[config.mk]
export PLATFORM = sky130hd
export DESIGN_NAME = lcd_nibble_writer
export DESIGN_NICKNAME = d
export VERILOG_FILES = /design/src/rtl/lcd_nibble_writer.sv
export SDC_FILE = /design/constraint.sdc
export NUM_CORES = 1
export LEC_CHECK = 0
export ABC_AREA = 1
export BUFFER_PORTS_ARGS = -buffer_cell sky130_fd_sc_hd__buf_2
export CAP_MARGIN = 5
export CORE_MARGIN = 2
export CORE_UTILIZATION = 65
export CTS_BUF_LIST = sky130_fd_sc_hd__clkbuf_4 sky130_fd_sc_hd__clkbuf_8
export CTS_CLUSTER_DIAMETER = 40
export DETAILED_ROUTE_END_ITERATION = 6
export PLACE_DENSITY = 0.91
export SETUP_SLACK_MARGIN = 0.02
export SYNTH_ARGS = -nofsm -noshare
export SYNTH_HDL_FRONTEND = slang
export SYNTH_SLANG_ARGS = --single-unit
[constraint.sdc]
create_clock -name Clock -period 5.7 [get_ports Clock]
set_input_delay 0.855 -clock Clock [delete_from_list [all_inputs] [get_ports Clock]]
set_output_delay 0.855 -clock Clock [all_outputs]
set_load 0.02 [all_outputs]
[src/rtl/lcd_nibble_writer.sv]
// Byte-to-nibble writer for the 4-bit HD44780 bus (E strobe, setup and command waits).
// Define LCD_INIT_EN to run the power-on init sequence after every reset.
module lcd_nibble_writer #(
  parameter int unsigned POWERUP_WAIT = 750000,
  parameter int unsigned E_SETUP      = 2,
  parameter int unsigned E_WIDTH      = 12,
  parameter int unsigned NIBBLE_GAP   = 50,
  parameter int unsigned BYTE_WAIT    = 2000,
  parameter int unsigned CLEAR_WAIT   = 82000,
  parameter int unsigned INIT_WAIT0   = 205000,
  parameter int unsigned INIT_WAIT1   = 5000,
  parameter int unsigned INIT_WAIT2   = 2000
) (
  input  logic       Clock,
  input  logic       Reset,
  input  logic       iWrite,
  input  logic       iRS,
  input  logic [7:0] iData,
  output logic       oReady,
  output logic       oLCD_Enabled,
  output logic       oLCD_RegisterSelect,
  output logic       oLCD_ReadWrite,
  output logic       oLCD_StrataFlashControl,
  output logic [3:0] oLCD_Data
);

  if (POWERUP_WAIT >= 2**20 || E_SETUP >= 2**20 || E_WIDTH >= 2**20 ||
      NIBBLE_GAP >= 2**20 || BYTE_WAIT >= 2**20 || CLEAR_WAIT >= 2**20 ||
      INIT_WAIT0 >= 2**20 || INIT_WAIT1 >= 2**20 || INIT_WAIT2 >= 2**20) begin : gParamRange
    $error("lcd_nibble_writer: timing parameters must be below 2^20");
  end

  typedef enum logic [3:0] {
`ifdef LCD_INIT_EN
    PWR_WAIT,
    INIT_NIB,
    INIT_CMD,
`endif
    IDLE,
    HI_SETUP,
    HI_PULSE,
    HI_GAP,
    LO_SETUP,
    LO_PULSE,
    LO_WAIT
  } state_e;

`ifdef LCD_INIT_EN
  localparam state_e RESET_STATE = PWR_WAIT;
`else
  localparam state_e RESET_STATE = IDLE;
`endif

  // Counter load for an N-cycle phase; 0 behaves as 1.
  function automatic logic [19:0] ld(input int unsigned p);
    return (p == 0) ? '0 : 20'(p - 1);
  endfunction

  // One extra setup cycle accounts for the capture cycle ahead of E.
  localparam logic [19:0] SETUP_LOAD = ld(E_SETUP) + 20'd1;

  state_e      state, stateNext;
  logic [19:0] cnt, cntNext;
  logic [7:0]  byteReg, byteNext;
  logic        rsReg, rsNext;
  logic        readyNext, eNext, rsOutNext;
  logic [3:0]  dataNext;
  logic        cntZero, isClear;

`ifdef LCD_INIT_EN
  logic [2:0]  step, stepNext;
  logic        initDone, initDoneNext;
  logic        armed, armedNext;
  logic        nibOnly;
  logic [3:0]  initNib;
  logic [7:0]  initCmd;
  logic [19:0] initWait;

  assign nibOnly  = !initDone && !step[2];
  assign initNib  = (step[1:0] == 2'd3) ? 4'h2 : 4'h3;
  assign initWait = (step[1:0] == 2'd0) ? ld(INIT_WAIT0) :
                    (step[1:0] == 2'd1) ? ld(INIT_WAIT1) : ld(INIT_WAIT2);

  always_comb begin
    unique case (step[1:0])
      2'd0:    initCmd = 8'h28;
      2'd1:    initCmd = 8'h06;
      2'd2:    initCmd = 8'h0C;
      default: initCmd = 8'h01;
    endcase
  end
`endif

  assign cntZero = (cnt == '0);
  assign isClear = !rsReg && (byteReg inside {8'h01, 8'h02, 8'h03});

  assign oLCD_ReadWrite          = 1'b0;
  assign oLCD_StrataFlashControl = 1'b1;

  always_comb begin
    stateNext = state;
    cntNext   = cnt - 20'd1;
    byteNext  = byteReg;
    rsNext    = rsReg;
`ifdef LCD_INIT_EN
    stepNext     = step;
    initDoneNext = initDone;
    armedNext    = armed;
`endif
    unique case (state)
`ifdef LCD_INIT_EN
      PWR_WAIT: begin
        if (!armed) begin
          armedNext = 1'b1;
          cntNext   = ld(POWERUP_WAIT);
        end else if (cntZero) begin
          stateNext = INIT_NIB;
        end
      end
      // Init nibbles reuse the high-nibble path with both halves equal.
      INIT_NIB: begin
        byteNext  = {initNib, initNib};
        rsNext    = 1'b0;
        stateNext = HI_SETUP;
        cntNext   = SETUP_LOAD;
      end
      INIT_CMD: begin
        byteNext  = initCmd;
        rsNext    = 1'b0;
        stateNext = HI_SETUP;
        cntNext   = SETUP_LOAD;
      end
`endif
      IDLE: begin
        cntNext = cnt;
        if (oReady && iWrite) begin
          byteNext  = iData;
          rsNext    = iRS;
          stateNext = HI_SETUP;
          cntNext   = SETUP_LOAD;
        end
      end
      HI_SETUP: if (cntZero) begin
        stateNext = HI_PULSE;
        cntNext   = ld(E_WIDTH);
      end
      HI_PULSE: if (cntZero) begin
        stateNext = HI_GAP;
        cntNext   = ld(NIBBLE_GAP);
`ifdef LCD_INIT_EN
        if (nibOnly) begin
          stateNext = LO_WAIT;
          cntNext   = initWait;
        end
`endif
      end
      HI_GAP: if (cntZero) begin
        stateNext = LO_SETUP;
        cntNext   = ld(E_SETUP);
      end
      LO_SETUP: if (cntZero) begin
        stateNext = LO_PULSE;
        cntNext   = ld(E_WIDTH);
      end
      LO_PULSE: if (cntZero) begin
        stateNext = LO_WAIT;
        cntNext   = isClear ? ld(CLEAR_WAIT) : ld(BYTE_WAIT);
      end
      LO_WAIT: if (cntZero) begin
        stateNext = IDLE;
        cntNext   = '0;
`ifdef LCD_INIT_EN
        if (!initDone) begin
          stepNext = step + 3'd1;
          if (step == 3'd7)      initDoneNext = 1'b1;
          else if (step < 3'd3)  stateNext = INIT_NIB;
          else                   stateNext = INIT_CMD;
        end
`endif
      end
      default: begin
        stateNext = IDLE;
        cntNext   = '0;
      end
    endcase

    // Bus outputs are registered from the next state so they align with it.
    readyNext = (stateNext == IDLE);
    eNext     = stateNext inside {HI_PULSE, LO_PULSE};
    dataNext  = oLCD_Data;
    rsOutNext = oLCD_RegisterSelect;
    if (stateNext inside {HI_SETUP, HI_PULSE, HI_GAP}) begin
      dataNext  = byteNext[7:4];
      rsOutNext = rsNext;
    end else if (stateNext inside {LO_SETUP, LO_PULSE, LO_WAIT}) begin
      dataNext  = byteNext[3:0];
      rsOutNext = rsNext;
    end
  end

  always_ff @(posedge Clock) begin
    if (Reset) begin
      state               <= RESET_STATE;
      cnt                 <= '0;
      byteReg             <= '0;
      rsReg               <= 1'b0;
      oReady              <= 1'b0;
      oLCD_Enabled        <= 1'b0;
      oLCD_RegisterSelect <= 1'b0;
      oLCD_Data           <= '0;
`ifdef LCD_INIT_EN
      step                <= '0;
      initDone            <= 1'b0;
      armed               <= 1'b0;
`endif
    end else begin
      state               <= stateNext;
      cnt                 <= cntNext;
      byteReg             <= byteNext;
      rsReg               <= rsNext;
      oReady              <= readyNext;
      oLCD_Enabled        <= eNext;
      oLCD_RegisterSelect <= rsOutNext;
      oLCD_Data           <= dataNext;
`ifdef LCD_INIT_EN
      step                <= stepNext;
      initDone            <= initDoneNext;
      armed               <= armedNext;
`endif
    end
  end

endmodule

# ---- Word level (Yosys, flattened, before mapping)
# Cells that the tools add are included.
dict set report totals {
  reg_bits 40
  inputBits 12
}
dict set report classes {
  reduce_logical 12
  addsub 1
  muxes 24
  n_eq_ne 16
}
# cell n
set ops {}
lappend ops {{two-way mux 20 bit} 6}
lappend ops {{one-hot mux 20 bit (6 select lines)} 1}
lappend ops {{two-way mux 4 bit} 9}
lappend ops {{one-hot mux 4 bit (7 select lines)} 1}
lappend ops {{equality test 4 x 3 -> 1 bit, second input constant} 6}
lappend ops {{zero test 20 bit} 1}
lappend ops {{subtractor 20 x 1 -> 20 bit, second input constant} 1}
lappend ops {{two-way mux 17 bit} 1}
lappend ops {{equality test 4 x 2 -> 1 bit, second input constant} 4}
lappend ops {{equality test 8 x 2 -> 1 bit, second input constant} 2}
lappend ops {{two-way mux 8 bit} 2}
lappend ops {{nonzero test 3 bit} 3}
lappend ops {{equality test 4 x 1 -> 1 bit, second input constant} 2}
lappend ops {{equality test 8 x 1 -> 1 bit, second input constant} 1}
lappend ops {{zero test 4 bit} 2}
lappend ops {{two-way mux 1 bit} 4}
lappend ops {{nonzero test 2 bit} 2}
lappend ops {{logical AND 1 bit} 2}
lappend ops {{inequality test 2 bit, second input constant} 1}
lappend ops {{OR reduction 2 bit} 1}
lappend ops {{zero test 1 bit} 1}

# ---- Depth between registers and ports, before layout
# Gate-level depths: netlist of the first run.
dict set report depth {
  word_depth 7
  ltp_mapped 13
  depth_no_buf 13
}

# ---- Least setup slack after synthesis of the first run
# Ideal clock, no wire load.
dict set report synth_timing {
  kind {input to register}
  from {in iWrite}
  to {reg oLCD_RegisterSelect}
  n_path_buf 1
  t_arrival_ns 1.737
  path_stages 6
  setup_slack_ns 3.830
  path_cell_list {nand2_1 nor2_4 buf_4 mux2i_1 o21bai_1 a21oi_1}
}
dict set report synth_between {
  elab_chain_len 6
  word_cells_on_any_way 16
  cone_classes {6 x eq/ne; 6 x mux; 4 x reduce/logical}
}
# element line_no
set synth_rtl {}
lappend synth_rtl {{start, declared} 16} ;# input logic iWrite,
lappend synth_rtl {{logical AND 1 bit (*)} 136} ;# if (oReady && iWrite) begin
lappend synth_rtl {{two-way mux 4 bit} 136}
lappend synth_rtl {{one-hot mux 4 bit (7 select lines)} 110} ;# unique case (state)
lappend synth_rtl {{equality test 4 x 1 -> 1 bit, or another cell as far along} 192} ;# if (stateNext inside {HI_SETUP, HI_PULSE, HI_GAP}) begin
lappend synth_rtl {{nonzero test 3 bit (on tied branches)} {192, 195}}
lappend synth_rtl {{two-way mux 1 bit / nonzero test 2 bit (equally long branches)} -}
lappend synth_rtl {{end signal, assigned} 223} ;# oLCD_RegisterSelect <= rsOutNext;
lappend synth_rtl {{end, declared} 21} ;# output logic oLCD_RegisterSelect,
# Mark *: on every way between the ends. The rest lies on a longest branch, timed or not. The select of a mux whose other input is x is not followed.
# A chain may end at the register's enable or synchronous reset.

# ---- Worst setup path in the final report of the first run
dict set report layout_timing {
  from {reg cnt[0]}
  to {reg oLCD_RegisterSelect}
}
dict set report layout_between {
  elab_chain_len 6
  word_cells_on_any_way 18
  cone_classes {6 x eq/ne; 8 x mux; 4 x reduce/logical}
}
# element line_no
set layout_rtl {}
lappend layout_rtl {{start, declared} 63} ;# logic [19:0] cnt, cntNext;
lappend layout_rtl {{start signal, assigned} 218} ;# cnt <= cntNext;
lappend layout_rtl {{zero test 20 bit (*)} 94} ;# assign cntZero = (cnt == '0);
lappend layout_rtl {{two-way mux 4 bit, or another cell as far along} 169} ;# LO_WAIT: if (cntZero) begin
lappend layout_rtl {{one-hot mux 4 bit (7 select lines) (*)} 110}
lappend layout_rtl {{equality test 4 x 1 -> 1 bit, or another cell as far along} 192}
lappend layout_rtl {{nonzero test 3 bit (on tied branches)} {192, 195}}
lappend layout_rtl {{two-way mux 1 bit / nonzero test 2 bit (equally long branches)} -}
# Mark *: on every way between the ends. The rest lies on a longest branch, timed or not.

==> results.yml, run 1 <==
floorplanning:
  die_area_sq_um: 4030
  num_rows: 21
  dieWidth_um: 63.5
  die_h_um: 63.5
  ioPinCount: 21
  start_util: 0.684
  fp.coreArea_sq_um: 3360
worst_setup_path:
  startpoint_type: "flip-flop"
  path_class: "reg -> reg"
  timing.rr.start: "cnt[0]"
  rr_endpoint: "oLCD_RegisterSelect"
  cpMostUsedCell: "inv_1"
  worst-path-max-fanout: 15
  slowest_delay_ns: 0.34
  critical_path_buf_inv_count: 2
  reg2reg_depth: 11
  cp_slowest_cell: "dfxtp_1"
  cp_top_family: "simple AND/OR/NAND/NOR gates"
  worst-endpoint-arrival_ns: 2.35
  r2r_slack_ns: 3.59
  worstSetupPathDepth: 11
  endpoint_kind: "flip-flop"
  crit_required_ns: 5.94
  path_cells: "inv_1 -> ha_1 -> nand2_4 -> nor2_8 -> nand3_4 -> nand2_1 -> o21ai_2 -> nor2_4 -> inv_1 -> o21bai_1 -> a21oi_1"
timing:
  rsz0062_at_grt: "false"
  finalSetupTns_ns: 0
  finalClockSkew_ns: 0.0144
  period_share: 0.370
  slew_viol_final: 0
  setup_viol: 0
  fin_crit_ns: 2.11
  relSlewSlack: 0.585
  tightest_slew_ns: 0.623
  fmax_mhz: 474
  final_hold_viol_count: 0
layout:
  final_util: 0.741
  drive_gt1_frac: 0.179
  layout.nets: 358
  diodes: 0
  fin_area_sq_um: 2490
  syn_to_final_growth_pct: 8.38
  fillers: 272
min_path:
  hold_class: "reg -> reg"
  hold_path_depth: 2
  hold_path_end: "cnt[0]"
  min_from: "cnt[0]"
place:
  dp_hpwl_mm: 3.48
  place_congestion: 0.881
  port_buffers: 18
  place_area_sq_um: 2400
clock_tree:
  clock_sinks: 40
  cts_buffers: 5
  cts.hold.buffers_added: 0
  clkTransAtPathRegs_ns: 0.13
  cts_root_buf: "clkbuf_4"
  h-tree-depth: 2
  max-clock-path-buffers: 2
  clk_latency_ns: 0.36
  cts_setup_buffers: 0
  cts_resized: 0
  cts_tree: "built"
synthesis:
  yosysSeqAreaShare: 0.348
  syn_area_per_cell_sq_um: 7.01
  yosysWarnings: 0
  synth.distinct_cells: 39
  synth_cells: 328
  synthTopCellsByArea: "dfxtp_1 35%, nand2_1 9.3%, inv_1 7.2%, nor2_1 6.4%, a21oi_1 5.7%"
  synth-seq-cells: 40
  netlist_area_sq_um: 2300
  synth_top_area_frac: 0.348
  synth_top_area_cell: "dfxtp_1"
power:
  leakage_nw: 1.18
  total_power_mw: 0.579
  ir_worst_vdd_mv: 0.184
  p_int_mw: 0.419
  p_sw_frac: 0.277
  clock_power_share: 0.349
  seq_power_share: 0.499
  power_frac_comb: 0.152
  switching_power_mw: 0.161
  p_per_area_nw_per_um2: 232
routing:
  drt-initial-drc-count: 150
  post_drt_via_cell_ratio: 5.37
  drt_drc_violations_left: 0
  ant_nets: 0
  num_vias: 2106
  wire_per_inst_um: 12.2
  dr.pass1.iters: 4
  wirelength_mm: 4.79
global_routing:
  grt_overflow: 0
  grt_pass1_wl_mm: 8.29
  grt_pass1_vias: 1932
  grt_use_total: 0.259
  grt_max_degree: 34
  antenna_found_initial: 0
job:
  max-cap-violations: 0
outcome:
  status: "finished clean"
## kinds of logic after synthesis
group | Yosys count | synth area share
fa+ha+maj | 1 | 0.00544
mux | 5 | 0.0218
xor+xnor | 8 | 0.0305
buf+inv | 59 | 0.104
simple gates | 161 | 0.353
other cells | 2 | 0.00327
compound gates | 52 | 0.134
flops | 40 | 0.348
## per-stage QoR
step / cells / worst slack [ns] / hold slack [ns]
after floorplan: 329 / 3.83 / 0.458
after global placement: 384 / 3.61 / 0.468
after detailed placement: 384 / 3.58 / 0.475
after CTS: 392 / 3.61 / 0.493
after global routing: 392 / 3.39 / 0.524
final: 392 / 3.59 / 0.492
## Yosys cell counts
library cell	n
nor4_1	1
a21oi_4	1
conb_1	2
nand3_1	21
or2_2	2
o21a_1	5
nor2_4	5
nand2_4	2
a211oi_1	1
dfxtp_1	40
nand3_4	1
o31ai_1	1
xnor2_1	2
clkbuf_1	5
nor3_2	3
buf_6	1
buf_4	3
nor2_8	1
a21oi_1	26
a21oi_2	1
nand4_1	10
o21ai_2	2
o21ai_1	1
o21ai_0	11
inv_1	44
o211ai_1	2
nor2_2	7
o21bai_1	1
inv_2	5
mux2i_1	5
nand2_1	57
ha_1	1
nor3_1	4
xor2_1	6
nand2_2	4
nor2_1	39
nand3_2	1
or2_1	3
buf_1	1
## placed cells by master, fill, tap and decap left out, types with 6 or more instances in the layout
| cell | count |
|---|---|
| xor2_1 | 6 |
| inv_1 | 44 |
| nand3_1 | 21 |
| nor2_1 | 39 |
| nand2_1 | 57 |
| o21ai_0 | 11 |
| buf_2 | 18 |
| nand4_1 | 10 |
| dfxtp_1 | 40 |
| a21oi_1 | 26 |
| nor2_2 | 7 |
## sequential cells by signal, indices dropped and copies added (netlist names)
signal,count
rsReg,1
byteReg,8
cnt,20
oReady,1
oLCD_Data,4
state,4
oLCD_Enabled,1
oLCD_RegisterSelect,1
## per-layer routing
| layer | up-vias | part of all wire | global-route usage |
|---|---|---|---|
| li1 | 1083 | - | - |
| met1 | 952 | 0.47 | 0.334 |
| met2 | 62 | 0.46 | 0.414 |
| met3 | 9 | 0.053 | 0.0464 |
| met4 | 0 | 0.022 | 0.128 |
| met5 | - | 0 | 0 |
## final cells by class
| type | instances | area (sq um) | area share |
|---|---|---|---|
| Multi-Input combinational cell | 230 | 1260 | 0.507 |
| Sequential cell | 40 | 801 | 0.321 |
| Inverter | 49 | 184 | 0.0738 |
| Timing Repair Buffer | 19 | 97.6 | 0.0392 |
| Tap cell | 46 | 57.6 | 0.0231 |
| Clock buffer | 6 | 51.3 | 0.0206 |
| Clock inverter | 2 | 38.8 | 0.0156 |
## worst register-to-register path, stage by stage, from the launching register on
cell and delay [ns]:
dfxtp_1 0.34, inv_1 0.11, ha_1 0.27, nand2_4 0.10
nor2_8 0.16, nand3_4 0.15, nand2_1 0.11, o21ai_2 0.07
nor2_4 0.26, inv_1 0.15, o21bai_1 0.18, a21oi_1 0.08
## how the worst max path moves through the flow
stage	from	end	slack (ns)
6_report	cnt[0]	oLCD_RegisterSelect	3.59
3_3_place_gp	iWrite	oLCD_Data[3]	3.61
4_1_cts	cnt[0]	oLCD_Data[0]	3.61
2_1_floorplan	iWrite	oLCD_RegisterSelect	3.83
5_1_grt	cnt[0]	oLCD_Data[0]	3.39
3_5_place_dp	iWrite	oLCD_Data[0]	3.58
## power by group through the flow
stage / sequential [mW] / clock [mW] / combinational (mW)
after floorplan: 0.296 / 0 / 0.0672
after global placement: 0.295 / 0 / 0.0846
after detailed placement: 0.295 / 0 / 0.0867
after CTS: 0.289 / 0.205 / 0.0874
after global routing: 0.290 / 0.213 / 0.0974
final: 0.289 / 0.202 / 0.0881
No activity file was read; power rests on OpenSTA's default activity.
==> run 2, diff against run 1 <==
--- a/config.mk
+++ b/config.mk
@@ -9,11 +9,11 @@
 export BUFFER_PORTS_ARGS = -buffer_cell sky130_fd_sc_hd__buf_2
 export CAP_MARGIN = 5
 export CORE_MARGIN = 2
-export CORE_UTILIZATION = 65
+export CORE_UTILIZATION = 61
 export CTS_BUF_LIST = sky130_fd_sc_hd__clkbuf_4 sky130_fd_sc_hd__clkbuf_8
 export CTS_CLUSTER_DIAMETER = 40
 export DETAILED_ROUTE_END_ITERATION = 6
-export PLACE_DENSITY = 0.91
+export PLACE_DENSITY = 0.87
 export SETUP_SLACK_MARGIN = 0.02
 export SYNTH_ARGS = -nofsm -noshare
 export SYNTH_HDL_FRONTEND = slang
==> constraint.sdc (replaced) <==
create_clock -name Clock -period 2.1 [get_ports Clock]
set_input_delay 0.315 -clock Clock [delete_from_list [all_inputs] [get_ports Clock]]
set_output_delay 0.315 -clock Clock [all_outputs]
set_load 0.02 [all_outputs]
==> results.yml, run 2 (synthesis results as in run 1) <==
global_routing:
  grt_pass1_vias: 1933
  grt_use_total: 0.254
  antenna_found_initial: 0
  grt_pass1_wl_mm: 8.40
  grt_max_degree: 21
  grt_overflow: 0
floorplanning:
  ioPinCount: 21
  dieWidth_um: 65.4
  start_util: 0.633
  fp.coreArea_sq_um: 3630
  die_area_sq_um: 4280
  num_rows: 22
  die_h_um: 65.4
clock_tree:
  h-tree-depth: 2
  cts_tree: "built"
  cts.hold.buffers_added: 0
  cts_buffers: 5
  clkTransAtPathRegs_ns: 0.08
  max-clock-path-buffers: 2
  cts_root_buf: "clkbuf_8"
  clk_latency_ns: 0.30
  clock_sinks: 40
place:
  dp_hpwl_mm: 3.69
  place_ws_ns: 0.0758
  place_area_sq_um: 2420
  place_congestion: 0.855
  port_buffers: 18
layout:
  layout.nets: 362
  fillers: 323
  fin_area_sq_um: 2530
  final_common_cell: "nand2_1"
  drive_gt1_frac: 0.189
  syn_to_final_growth_pct: 9.96
  largest_reg_flops: 20
  diodes: 0
  reg_top3: "cnt: 20 flops, byteReg: 8 flops"
  mostFrequentLayoutCells: "57 x nand2_1, 44 x inv_1, 40 x dfxtp_1, 39 x nor2_1, 26 x a21oi_1"
  max_flop_register: "cnt"
worst_setup_path:
  endpoint_kind: "flip-flop"
  crit_end: "oLCD_Data[2]"
  slowest_delay_ns: 0.32
  cp_slowest_cell: "dfxtp_1"
  worst-endpoint-arrival_ns: 2.15
  r2r_slack_ns: 0.14
  crit_required_ns: 2.29
  rr_endpoint: "oLCD_Data[2]"
  startpoint: "cnt[0]"
  startpoint_type: "flip-flop"
  path_cells: "inv_1 -> ha_4 -> nand2_4 -> nor2_8 -> nand3_4 -> nand2_1 -> o21ai_2 -> nor2_4 -> buf_4 -> or2_1 -> nand3_1 -> nand2_1 -> inv_1"
  worst-path-max-fanout: 9
  reg2reg_depth: 13
  path_class: "reg -> reg"
  timing.rr.start: "cnt[0]"
routing:
  wire_per_inst_um: 12.4
  ant_nets: 0
  dr.pass1.iters: 4
  drt-initial-drc-count: 116
  num_vias: 2114
  post_drt_via_cell_ratio: 5.32
  drt_drc_violations_left: 0
  wirelength_mm: 4.94
timing:
  whs_ns: 0.285
  slew_viol_final: 0
  period_share: 0.934
  fin_crit_ns: 1.96
  finalClockSkew_ns: 0.00877
  fin_ws_ns: 0.139
  finalSetupTns_ns: 0
  tightest_slew_ns: 0.503
  relSlewSlack: 0.662
  fmax_mhz: 510
  setup_viol: 0
  final_hold_viol_count: 0
power:
  ir_worst_vdd_mv: 0.397
  switching_power_mw: 0.435
  power_frac_comb: 0.161
  p_sw_frac: 0.284
  p_int_mw: 1.10
  p_per_area_nw_per_um2: 606
  leakage_nw: 1.20
  clock_power_share: 0.327
  seq_power_share: 0.512
min_path:
  hold_class: "in -> reg"
job:
  max-cap-violations: 0
outcome:
  status: "finished clean"
## run 2: critical path: cells and delay by family, from the launching register on
family	cells	cell delay, ns
AOI/OAI and AO/OA	1	0.07
adders and majority gates	1	0.18
buffers and inverters	3	0.34
DFF	1	0.32
and+or+nand+nor	8	0.95
## run 2: worst min-delay path by stage
stage               startpoint    endpoint  depth (start not counted)
finish                iData[1]  byteReg[1]                          3
global route          iData[0]  byteReg[0]                          3
CTS                   iData[1]  byteReg[1]                          3
detailed placement      cnt[0]      cnt[0]                          2
global placement        cnt[0]      cnt[0]                          2
floorplan               cnt[7]      cnt[7]                          2
## run 2: stage by stage
step | utilization | std cells | total power [mW]
2_1_floorplan | - | 329 | 0.986
3_3_place_gp | 0.666 | 388 | 1.04
6_report | 0.696 | 397 | 1.53
5_1_grt | 0.696 | 397 | 1.60
4_1_cts | 0.688 | 395 | 1.53
3_5_place_dp | 0.666 | 388 | 1.04
## run 2: repair_timing
item                                   CTS  global route
endpoints found under the hold margin    0             0
setup buffers                            0             2
gates resized for setup                  0             2
setup endpoints to repair                0             7
## run 2: layout make-up
type | count | area [sq um] | share of cell area
clock buffer | 6 | 76.3 | 0.0302
tap | 48 | 60.1 | 0.0238
clock inverter | 1 | 5.00 | 0.00198
timing repair buffer | 23 | 128 | 0.0505
inverter | 49 | 184 | 0.0727
sequential | 40 | 801 | 0.317
multi-input combinational | 230 | 1270 | 0.504
## run 2: power by group through the flow
| stage | Sequential, mW | Combinational [mW] | Clock (mW) |
|---|---|---|---|
| finish | 0.784 | 0.246 | 0.501 |
| global route | 0.786 | 0.273 | 0.546 |
| CTS | 0.784 | 0.243 | 0.504 |
| detailed placement | 0.802 | 0.242 | 0 |
| global placement | 0.801 | 0.237 | 0 |
| floorplan | 0.804 | 0.182 | 0 |
## run 2: layer usage
layer  track usage  vias up  share of wire
met5             0        -              0
met1         0.322      970           0.46
met3        0.0616       11          0.044
met2         0.422       48           0.48
met4        0.0833        0          0.019
li1              -     1085              -
==> run 3, diff against run 2 <==
--- a/config.mk
+++ b/config.mk
@@ -8,6 +8,7 @@
 export ABC_AREA = 1
 export BUFFER_PORTS_ARGS = -buffer_cell sky130_fd_sc_hd__buf_2
 export CAP_MARGIN = 5
+export CORE_ASPECT_RATIO = 1.1
 export CORE_MARGIN = 2
 export CORE_UTILIZATION = 61
 export CTS_BUF_LIST = sky130_fd_sc_hd__clkbuf_4 sky130_fd_sc_hd__clkbuf_8
==> constraint.sdc (replaced) <==
create_clock -name Clock -period 2.1 [get_ports Clock]
set_input_delay 0.315 -clock Clock [delete_from_list [all_inputs] [get_ports Clock]]
set_output_delay 0.315 -clock Clock [all_outputs]
set_load 0.01 [all_outputs]
==> results.yml, run 3 (synthesis results as in run 1) <==
outcome:
  status: "finished clean"
timing:
  fmax_mhz: 519
  slew_viol_final: 0
  tightest_slew_ns: 0.584
  period_share: 0.918
  fin_crit_ns: 1.93
  finalSetupTns_ns: 0
  finalClockSkew_ns: 0.00481
  final_hold_viol_count: 0
  whs_ns: 0.296
  setup_viol: 0
  relSlewSlack: 0.607
  rsz0062_at_grt: "false"
  fin_ws_ns: 0.172
worst_setup_path:
  endpoint_kind: "flip-flop"
  worst-endpoint-arrival_ns: 2.17
  path_cells: "inv_2 -> ha_4 -> nand2_4 -> nor2_8 -> nand3_4 -> nand2_1 -> o21ai_2 -> nor2_4 -> buf_4 -> nand4_1 -> nand3_1 -> nand2_1 -> inv_1"
  startpoint_type: "flip-flop"
  cpMostUsedCell: "nand2_1"
  startpoint: "cnt[0]"
  worst-path-max-fanout: 9
  timing.rr.start: "cnt[0]"
  cp_slowest_cell: "dfxtp_1"
  path_class: "reg -> reg"
  crit_required_ns: 2.35
  slowest_delay_ns: 0.34
floorplanning:
  die_h_um: 68.4
  start_util: 0.634
  dieWidth_um: 62.5
  ioPinCount: 21
  fp.coreArea_sq_um: 3630
  die_area_sq_um: 4280
  num_rows: 23
power:
  leakage_nw: 1.23
  ir_worst_vdd_mv: 0.642
  total_power_mw: 1.72
  p_per_area_nw_per_um2: 663
global_routing:
  grt_overflow: 0
  grt_use_total: 0.246
  grt_max_degree: 23
  grt_pass1_wl_mm: 8.20
  antenna_found_initial: 0
  grt_pass1_vias: 1914
place:
  place_congestion: 0.880
  place_area_sq_um: 2420
  place_ws_ns: 0.0580
  port_buffers: 18
  dp_hpwl_mm: 3.62
routing:
  wl_met3_um: 186
  wl_met1_mm: 2.14
  highest_layer: "met4"
  dr.pass1.iters: 4
  wirelength_mm: 5.14
  ant_nets: 0
  wl_met2_mm: 2.58
  post_drt_via_cell_ratio: 5.33
  wire_per_inst_um: 12.8
  drt-initial-drc-count: 92
  num_vias: 2130
  drt_drc_violations_left: 0
clock_tree:
  cts_buffers: 5
  max-clock-path-buffers: 2
  cts_tree: "built"
  clkTransAtPathRegs_ns: 0.08
  h-tree-depth: 2
  clock_sinks: 40
  cts_root_buf: "clkbuf_8"
  clk_latency_ns: 0.29
layout:
  final_common_cell: "nand2_1"
  max_flop_register: "cnt"
  fin_area_sq_um: 2590
  drive_gt1_frac: 0.194
  mostFrequentLayoutCells: "57 x nand2_1, 43 x inv_1, 40 x dfxtp_1, 39 x nor2_1, 26 x a21oi_1"
  largest_reg_flops: 20
  reg_top3: "cnt: 20 flops, byteReg: 8 flops"
  diodes: 0
  syn_to_final_growth_pct: 12.6
  layout.nets: 362
min_path:
  hold_class: "in -> reg"
  min_from: "iData[1]"
job:
  max-cap-violations: 0
==> run 3: cell count changes in the layout (fill, tap and decap cells not counted), sizes merged <==
cell	before	now
bufinv	0	1
clkbuf	6	7
clkinv	1	0
==> run 3: cell type report <==
class | instances | area (sq um)
multi-input cells | 230 | 1270
fillers | 305 | 1040
flip-flops and latches | 40 | 801
well taps | 50 | 62.6
clock buffers | 7 | 96.3
clock inverters | 1 | 30.0
repair buffers | 23 | 140
inverters | 49 | 184
==> run 3: path summary, 6_finish.rpt <==
path | endpoint | slack [ns] | cells after the start
worst max register to register | oLCD_Data[2] | 0.17 | 13
worst min-delay path | byteReg[1] | 0.30 | 3
worst min register to register | cnt[7] | 0.49 | 2
worst max-delay path | oLCD_Data[2] | 0.17 | 13
==> run 3: per-layer routing <==
| layer | GRT usage | vias to the layer above |
|---|---|---|
| met5 | 0 | - |
| met4 | 0.164 | 0 |
| met3 | 0.0477 | 20 |
| met2 | 0.446 | 58 |
| met1 | 0.266 | 969 |
| li1 | - | 1083 |
==> run 3: worst max-delay path, delay by kind of cell (launching register included) <==
family	cells	cell delay, ns
AOI/OAI and AO/OA	1	0.08
DFF	1	0.34
and+or+nand+nor	8	0.97
adders and majority gates	1	0.17
buffers and inverters	3	0.32
==> run 3: what timing repair did <==
action	in CTS	in global routing
pin swaps	1	0
endpoints found under the setup margin	1	6
setup buffers	2	0
hold buffers	0	0
gates resized for setup	0	3
==> run 3: stage by stage <==
stage	instances	util
2_1_floorplan	329	-
3_3_place_gp	390	0.668
3_5_place_dp	390	0.668
4_1_cts	400	0.710
5_1_grt	400	0.714
6_report	400	0.714
==> run 3: report_power, final <==
part	internal, mW	switching [mW]
combinational	0.0848	0.158
sequential	0.773	0.0113
clock	0.419	0.270
total	1.28	0.440
